[src/rtl/uart_pkg.sv]
// Shared definitions for the MMIO UART transmitter: register map, STATUS layout
// and transmit FSM state encoding.
package uart_pkg;

    localparam logic [1:0] ADDR_TXDATA = 2'd0;
    localparam logic [1:0] ADDR_STATUS = 2'd1;
    localparam logic [1:0] ADDR_CTRL   = 2'd2;
    localparam logic [1:0] ADDR_RSVD   = 2'd3;

    localparam int unsigned STAT_FULL    = 0;
    localparam int unsigned STAT_EMPTY   = 1;
    localparam int unsigned STAT_BUSY    = 2;
    localparam int unsigned STAT_OVF     = 3;
    localparam int unsigned STAT_CNT_LSB = 4;
    localparam int unsigned STAT_CNT_W   = 7;

    localparam int unsigned CTRL_IRQ_EN  = 0;

    typedef enum logic [1:0] {
        ST_IDLE  = 2'd0,
        ST_START = 2'd1,
        ST_DATA  = 2'd2,
        ST_STOP  = 2'd3
    } tx_state_t;

endpackage

[src/rtl/sync_fifo.sv]
// Single-clock FIFO with combinational head output; pop takes priority so a
// push into a full FIFO is accepted in the same cycle as a pop.
module sync_fifo #(
    parameter int unsigned WIDTH = 8,
    parameter int unsigned DEPTH = 8
) (
    input  logic                       clk,
    input  logic                       rst_n,
    input  logic                       push,
    input  logic [WIDTH-1:0]           wr_data,
    input  logic                       pop,
    output logic [WIDTH-1:0]           rd_data,
    output logic                       full,
    output logic                       empty,
    output logic [$clog2(DEPTH):0]     count
);

    localparam int unsigned AW = $clog2(DEPTH);
    localparam int unsigned CW = AW + 1;

    logic [WIDTH-1:0] mem [DEPTH];
    logic [AW-1:0]    wr_ptr;
    logic [AW-1:0]    rd_ptr;
    logic             do_push;
    logic             do_pop;

    assign full    = (count == CW'(DEPTH));
    assign empty   = (count == '0);
    assign do_pop  = pop && !empty;
    assign do_push = push && (!full || do_pop);
    assign rd_data = mem[rd_ptr];

    always_ff @(posedge clk or negedge rst_n) begin
        if (!rst_n) begin
            wr_ptr <= '0;
            rd_ptr <= '0;
            count  <= '0;
        end else begin
            if (do_push) wr_ptr <= wr_ptr + AW'(1);
            if (do_pop)  rd_ptr <= rd_ptr + AW'(1);
            case ({do_push, do_pop})
                2'b10:   count <= count + CW'(1);
                2'b01:   count <= count - CW'(1);
                default: count <= count;
            endcase
        end
    end

    always_ff @(posedge clk) begin
        if (do_push) mem[wr_ptr] <= wr_data;
    end

endmodule

[src/rtl/mmio_uart_tx.sv]
// Memory-mapped 8N1 UART transmitter: CPU stores bytes into a FIFO which the
// bit-timing FSM drains LSB first, with STATUS/CTRL registers and a level irq.
module mmio_uart_tx #(
    parameter int unsigned CLKS_PER_BIT = 868,
    parameter int unsigned FIFO_DEPTH   = 8
) (
    input  logic        clk,
    input  logic        rst_n,
    input  logic        wr_en,
    input  logic [1:0]  wr_addr,
    input  logic [31:0] wr_data,
    input  logic        rd_en,
    input  logic [1:0]  rd_addr,
    output logic [31:0] rd_data,
    output logic        tx,
    output logic        irq
);

    import uart_pkg::*;

    localparam int unsigned CW = $clog2(FIFO_DEPTH) + 1;

    tx_state_t       state;
    tx_state_t       state_nxt;
    logic [15:0]     bit_cnt;
    logic [2:0]      bit_idx;
    logic [7:0]      shreg;
    logic            bit_done;

    logic            wr_txdata;
    logic            fifo_pop;
    logic            fifo_full;
    logic            fifo_empty;
    logic [7:0]      fifo_head;
    logic [CW-1:0]   fifo_count;

    logic            ovf;
    logic            irq_en;
    logic [31:0]     status_word;
    logic [31:0]     rd_mux;

    assign wr_txdata = wr_en && (wr_addr == ADDR_TXDATA);
    assign bit_done  = (state != ST_IDLE) && (bit_cnt == 16'(CLKS_PER_BIT - 1));

    sync_fifo #(
        .WIDTH (8),
        .DEPTH (FIFO_DEPTH)
    ) u_fifo (
        .clk     (clk),
        .rst_n   (rst_n),
        .push    (wr_txdata),
        .wr_data (wr_data[7:0]),
        .pop     (fifo_pop),
        .rd_data (fifo_head),
        .full    (fifo_full),
        .empty   (fifo_empty),
        .count   (fifo_count)
    );

    always_ff @(posedge clk or negedge rst_n) begin
        if (!rst_n) state <= ST_IDLE;
        else        state <= state_nxt;
    end

    always_comb begin
        state_nxt = state;
        fifo_pop  = 1'b0;
        case (state)
            ST_IDLE: begin
                if (!fifo_empty) begin
                    fifo_pop  = 1'b1;
                    state_nxt = ST_START;
                end
            end
            ST_START: if (bit_done) state_nxt = ST_DATA;
            ST_DATA:  if (bit_done && bit_idx == 3'd7) state_nxt = ST_STOP;
            ST_STOP: begin
                // Chain straight into the next start bit when more data waits
                if (bit_done) begin
                    if (!fifo_empty) begin
                        fifo_pop  = 1'b1;
                        state_nxt = ST_START;
                    end else begin
                        state_nxt = ST_IDLE;
                    end
                end
            end
            default: state_nxt = ST_IDLE;
        endcase
    end

    always_comb begin
        tx  = 1'b1;
        irq = irq_en && fifo_empty && (state == ST_IDLE);
        case (state)
            ST_START: tx = 1'b0;
            ST_DATA:  tx = shreg[0];
            default:  tx = 1'b1;
        endcase
    end

    always_ff @(posedge clk or negedge rst_n) begin
        if (!rst_n) begin
            bit_cnt <= '0;
            bit_idx <= '0;
            shreg   <= '0;
        end else begin
            if (state == ST_IDLE || bit_done) bit_cnt <= '0;
            else                              bit_cnt <= bit_cnt + 16'd1;
            if (fifo_pop) begin
                shreg   <= fifo_head;
                bit_idx <= '0;
            end else if (state == ST_DATA && bit_done) begin
                shreg   <= {1'b0, shreg[7:1]};
                bit_idx <= bit_idx + 3'd1;
            end
        end
    end

    always_comb begin
        status_word = '0;
        status_word[STAT_FULL]  = fifo_full;
        status_word[STAT_EMPTY] = fifo_empty;
        status_word[STAT_BUSY]  = (state != ST_IDLE);
        status_word[STAT_OVF]   = ovf;
        status_word[STAT_CNT_LSB +: STAT_CNT_W] = STAT_CNT_W'(fifo_count);
        case (rd_addr)
            ADDR_STATUS: rd_mux = status_word;
            ADDR_CTRL:   rd_mux = {31'd0, irq_en};
            default:     rd_mux = '0;
        endcase
    end

    always_ff @(posedge clk or negedge rst_n) begin
        if (!rst_n) begin
            ovf     <= 1'b0;
            irq_en  <= 1'b0;
            rd_data <= '0;
        end else begin
            // A dropped byte outranks a same-cycle clear
            if (wr_txdata && fifo_full && !fifo_pop)
                ovf <= 1'b1;
            else if (wr_en && wr_addr == ADDR_STATUS && wr_data[STAT_OVF])
                ovf <= 1'b0;
            if (wr_en && wr_addr == ADDR_CTRL)
                irq_en <= wr_data[CTRL_IRQ_EN];
            if (rd_en)
                rd_data <= rd_mux;
        end
    end

endmodule

[config.mk]
export PLATFORM = sky130hd
export DESIGN_NAME = mmio_uart_tx
export DESIGN_NICKNAME = d
export VERILOG_FILES = /design/src/rtl/uart_pkg.sv /design/src/rtl/sync_fifo.sv /design/src/rtl/mmio_uart_tx.sv
export SDC_FILE = /design/constraint.sdc
export NUM_CORES = 1
export LEC_CHECK = 0
export BUFFER_PORTS_ARGS = -buffer_cell sky130_fd_sc_hd__buf_4
export CORE_MARGIN = 10
export CORE_UTILIZATION = 52
export DETAILED_ROUTE_END_ITERATION = 7
export PLACE_DENSITY = 0.72
export SYNTH_ARGS = -nofsm -noshare
export SYNTH_HDL_FRONTEND = slang
export SYNTH_HIERARCHICAL = 1
export SYNTH_SLANG_ARGS = --single-unit
[constraint.sdc]
create_clock -name clk -period 4.6 [get_ports clk]
set_input_delay 0.92 -clock clk [delete_from_list [all_inputs] [get_ports clk]]
set_output_delay 0.92 -clock clk [all_outputs]
set_load 0.01 [all_outputs]
Word level (Yosys, flattened, before mapping)
Memory sizes are Yosys's and may differ from the RTL's.
Index checks and enable logic that the tools add are counted.

word-level totals
  register bits = 73
  bits in latches = 0
  memory bits (writable) = 64
  memory bits (read-only) = 0
  input bits = 40
  output and inout bits = 34
  logic and storage cells = 80
  memories = 1

operators by class
  add/sub/neg operators = 6
  $mul = 0
  divide/modulo/power cells = 0
  magnitude comparators = 0
  eq/ne operators = 16
  shift-type cells = 0
  multiplexer cells = 21
  bitwise gates (word level) = 0
  reduce and logical (&&, ||, !) cells = 26

memory list
  name        depth  width  rd ports  clocked after Yosys merged registers in  wr ports  RTL line         RTL
  u_fifo.mem  8      8      1         0                                        1         sync_fifo.sv:21  logic [WIDTH-1:0] mem [DEPTH];

operators by type and width
  operator               number
  $add 16x1->16 const B  1
  $eq 16x10->1 const B   1
  $mux 16                1
  $mux 8                 2
  $pmux 8 s2             1
  $logic_and 1x1->1      13
  $eq 2x2->1 const B     5
  $add 3x1->3 const B    3
  $eq 2x1->1 const B     4
  $mux 2                 4
  $ne 2x2->1 const B     4
  $pmux 2 s4             1
  $pmux 4 s2             1
  $reduce_bool 2->1      4
  $mux 1                 7
  $mux 3                 2
  $add 4x1->4 const B    1
  $eq 4x4->1 const B     1
  $logic_not 2->1        2
  $logic_not 4->1        1
  $pmux 1 s2             2
  $reduce_and 4->1       1
  $sub 4x1->4 const B    1
  $eq 3x3->1 const B     1
  other kinds (2)        5

Logic depth before layout (Yosys ltp)
  depth after elaboration = 9
  depth in mapped cells = 15
  mapped depth without buffers = 13

Cells and area by module
The synthesis kept the hierarchy.

modules (own cells, without submodules)
  module        times used  cells an instance  area an instance (um^2)  sequential area each (um^2)
  sync_fifo     1           164                3155.5                   2172.1
  mmio_uart_tx  1           244                2326.0                   975.9

Worst setup path after synthesis
No wires, ideal clock.

  kind = register -> register
  start = register bit_cnt[10]
  end = register u_fifo.count[3]
  setup time = 69 ps
  data arrival time = 3521 ps
  slack = 1010 ps
  cell stages (with the launch flop) = 13
  buffers on the path = 1
  path through = dfrtp_1 > or4b_4 > o41a_2 > clkbuf_1 > nor2_1 > o21ai_2 > or2_2 > inv_1 > ha_1 > or2_2 > nand3_1 > mux2_2 > nand3b_1

on the way
  longest elaborated chain between the ends = 9

RTL lines
  item                                                    RTL line             RTL
  from (decl)                                             mmio_uart_tx.sv:25   logic [15:0] bit_cnt;
  from (signal assigned)                                  mmio_uart_tx.sv:109  else bit_cnt <= bit_cnt + 16'd1;
  $eq 16x10->1 (*)                                        mmio_uart_tx.sv:43   assign bit_done = (state != ST_IDLE) && (bit_cnt == 16'(CLKS_PER_BIT - 1));
  $logic_and 1x1->1 (*)                                   mmio_uart_tx.sv:43
  $mux 1 (*)                                              mmio_uart_tx.sv:79   if (bit_done) begin
  $pmux 1 s2 (*)                                          mmio_uart_tx.sv:68   case (state)
  via fifo_pop                                            mmio_uart_tx.sv:31   logic fifo_pop;
  $logic_and 1x1->1 (*)                                   sync_fifo.sv:29      assign do_pop = pop && !empty;
  $logic_or 1x1->1                                        sync_fifo.sv:30      assign do_push = push && (!full || do_pop);
  $logic_and 1x1->1                                       sync_fifo.sv:30
  $eq 2x1->1 / $eq 2x2->1 (equally long branches)         sync_fifo.sv:41      case ({do_push, do_pop})
  $pmux 4 s2 / $reduce_bool 2->1 (equally long branches)  --
  to (signal assigned)                                    sync_fifo.sv:42      2'b10: count <= count + CW'(1);
  to (signal assigned)                                    sync_fifo.sv:43      2'b01: count <= count - CW'(1);
  to (signal assigned)                                    sync_fifo.sv:44      default: count <= count;
  to (decl)                                               sync_fifo.sv:15      output logic [$clog2(DEPTH):0] count

The timed path passes the listed nets; every way through them passes the cells marked *.
A chain may end at the register's enable or synchronous reset.

Final worst setup path
  start = register bit_cnt[13]
  end = register u_fifo.count[3]

The elaborated chain is that of the path after synthesis.

==> results.sh <==
export IMPL_p_leak_uw=0.00249
export IMPL_die_y_um=123
export IMPL_grt_max_degree=50
export IMPL_period_share=0.765
export IMPL_end_kind="flip-flop"
export IMPL_post_cts_buffers=0
export IMPL_cts_hold_buffers=0
export IMPL_crit_fanout=12
export IMPL_boundaryPins=74
export IMPL_overflow=0
export IMPL_yosysWarnings=6
export IMPL_clock_sinks=113
export IMPL_fin_crit_ps=3520
export IMPL_slew_headroom=0.359
export IMPL_drtIter0Drc=188
export IMPL_critPathKind="flip-flop to flip-flop"
export IMPL_ys_flop_type="edfxtp_1"
export IMPL_ctsResizeCount=0
export IMPL_setup_viol=0
export IMPL_grt_pass1_vias=3295
export IMPL_hold_viol=0
export IMPL_fin_setup_tns_ps=0
export IMPL_die_w_um=123
export IMPL_htreeDepth=4
export IMPL_cts_path_max_buffers=2
export IMPL_cts_made_buffers=17
export IMPL_antenna_left=0
export IMPL_via_per_inst=5.46
export IMPL_place_gp_congestion=0.753
export IMPL_arrival_ps=3970
export IMPL_clockRootBuffer="clkbuf_8"
export IMPL_area_growth_pct=13.8
export IMPL_rsz0062_at_grt="no"
export IMPL_final_nets=500
export IMPL_antenna_found_initial=0
export IMPL_synth_area_um2=5480
export IMPL_firstDrtPassIters=5
export IMPL_port_buffers=25
export IMPL_coreArea_um2=10300
export IMPL_final_max_slew_viol_count=0
export IMPL_ys_seq_elements=113
export IMPL_worst_pin_slew_ps=961
export IMPL_cp_required_ps=5050
export IMPL_rrSetupSlack_ps=1080
export IMPL_synth_edf_count=64
export IMPL_startpoint_type="flip-flop"
export IMPL_synth_cell_types=59
export IMPL_drc=0
export IMPL_clkTransAtPathRegs_ps=60
export IMPL_nFillCells=774
export IMPL_syn_area_per_cell_um2=13.4
export IMPL_syn_inst=408
export IMPL_insertion_delay_ps=520
export IMPL_power_uw=2570
export IMPL_ys_seq_area_frac=0.574
export IMPL_max_freq_mhz=284
export IMPL_grt_pass1_wl_um=16600
export IMPL_vdd_drop_max_v=0.000324
export IMPL_powerDensity_nw_per_um2=412
export IMPL_drt_wl_total_um=10200
export IMPL_drive_above_1_share=0.210
export IMPL_cap_violations=0
export IMPL_die_area_um2=15000
export IMPL_cts_tree="built"
export IMPL_hp_class="primary input to asynchronous set/reset pin"
export IMPL_n_antenna_cell=0
export IMPL_via_count=3236
export IMPL_wl_per_cell_um=17.2
export IMPL_start_util=0.533
export IMPL_async_reset_ff_frac=0.434
export IMPL_rows=37
export IMPL_finalClockSkew_ps=10.4
export IMPL_status="complete, no violations"
export IMPL_grt_usage=0.143
export IMPL_dp_hpwl_um=6860
[placed cells by master (no fill, tap or decap), types with 9 or more instances in the layout]
cell type	instances
o21ai_0	14
xor2_1	10
nand2_1	22
clkbuf_16	16
ha_1	14
a21oi_1	9
conb_1	24
dfrtp_1	49
or3_1	13
mux2_2	13
buf_4	35
nand3_1	18
nor2_1	28
edfxtp_1	64
inv_1	24
mux4_1	16
[worst max-delay path, stage by stage, from the launching register on]
cell,delay [ps]
dfrtp_1,410
or4_1,580
o41a_2,580
nor2_1,140
buf_4,170
o21ai_2,90
or2_2,320
inv_1,90
ha_1,250
or2_2,290
nand3_1,110
mux2_2,340
nand3b_1,80
[cell usage after synthesis, types with 3 or more instances]
master    count  area [um2]
nor3_1        3        15.0
or4_1         3        22.5
mux4_1       16         420
buf_6         3        33.8
edfxtp_1     64        1920
nor2_1       28         105
nand2_1      22        82.6
nand3_1      18        90.1
mux2_2       13         146
xnor2_1       5        43.8
o221a_2       7        78.8
clkbuf_1      7        26.3
xor2_1       10        87.6
nor2b_1       3        18.8
and3_1        3        18.8
ha_1         14         175
buf_2         3        15.0
a21oi_1       9        45.0
or3_1        13        81.3
buf_4        24         180
inv_1        24        90.1
dfrtp_1      49        1230
o311ai_2      3        48.8
nand4_1       6        37.5
o31ai_1       3        22.5
nand2b_1      4        25.0
o21ai_0      14        70.1
[cells by family (layout without fill, tap and decap cells)]
logic type	Yosys count	count (layout)	share of synthesized area
buffers and inverters	64	90	0.0680
adder cells (fa/ha/maj)	15	15	0.0356
AND/OR/NAND/NOR	117	117	0.112
multiplexers	32	32	0.110
flip-flops	113	113	0.574
XOR/XNOR	15	15	0.0240
other	1	24	0.000684
AO/OA/AOI/OAI	51	51	0.0760
[final timing paths]
path | start | end | depth (start not counted)
worst max-delay path | bit_cnt[13] | u_fifo/count[3] | 12
worst min register to register | bit_cnt[0] | bit_cnt[0] | 1
worst min-delay path | rst_n | shreg[1] | 1
min in group clk | bit_cnt[0] | bit_cnt[0] | 1
max in group asynchronous | rst_n | u_fifo/wr_ptr[0] | 1
worst max register to register | bit_cnt[13] | u_fifo/count[3] | 12
[sequential cells by signal, indices dropped and copies added, names as in the netlist]
name	cells
u_fifo/mem	64
bit_cnt	16
rd_data	8
shreg	8
u_fifo/count	4
bit_idx	3
u_fifo/rd_ptr	3
u_fifo/wr_ptr	3
state	2
irq_en	1
ovf	1
[layout make-up]
| cell class | count | area, um2 | area share |
|---|---|---|---|
| Clock inverter | 11 | 92.6 | 0.0148 |
| Sequential cell | 113 | 3150 | 0.505 |
| Multi-Input combinational cell | 254 | 2050 | 0.328 |
| Tap cell | 136 | 170 | 0.0273 |
| Clock buffer | 20 | 425 | 0.0682 |
| Inverter | 24 | 90.1 | 0.0144 |
| Timing Repair Buffer | 35 | 263 | 0.0421 |
[where the power goes]
| group | switching, uW | total, uW | internal (uW) |
|---|---|---|---|
| Combinational | 134 | 241 | 107 |
| Clock | 433 | 1140 | 703 |
| Sequential | 54.7 | 1190 | 1140 |
| Total | 622 | 2570 | 1950 |
[stage by stage]
stage	instances	area [um2]	worst slack [ps]	hold WS (ps)	utilization
after floorplan	431	5570	1010	424	-
after global placement	562	5720	1150	435	0.556
after detailed placement	562	5720	1110	449	0.556
after CTS	593	6240	1080	438	0.607
after global routing	593	6240	862	472	0.607
final	593	6240	1080	432	0.607
[metal layers]
metal	track usage	vias to the layer above	share of wire
met2	0.230	67	0.49
li1	-	1549	-
met1	0.175	1604	0.45
met4	0.0751	0	0.020
met3	0.0372	16	0.041
met5	0	-	0
(Power assumes the default switching activity.)
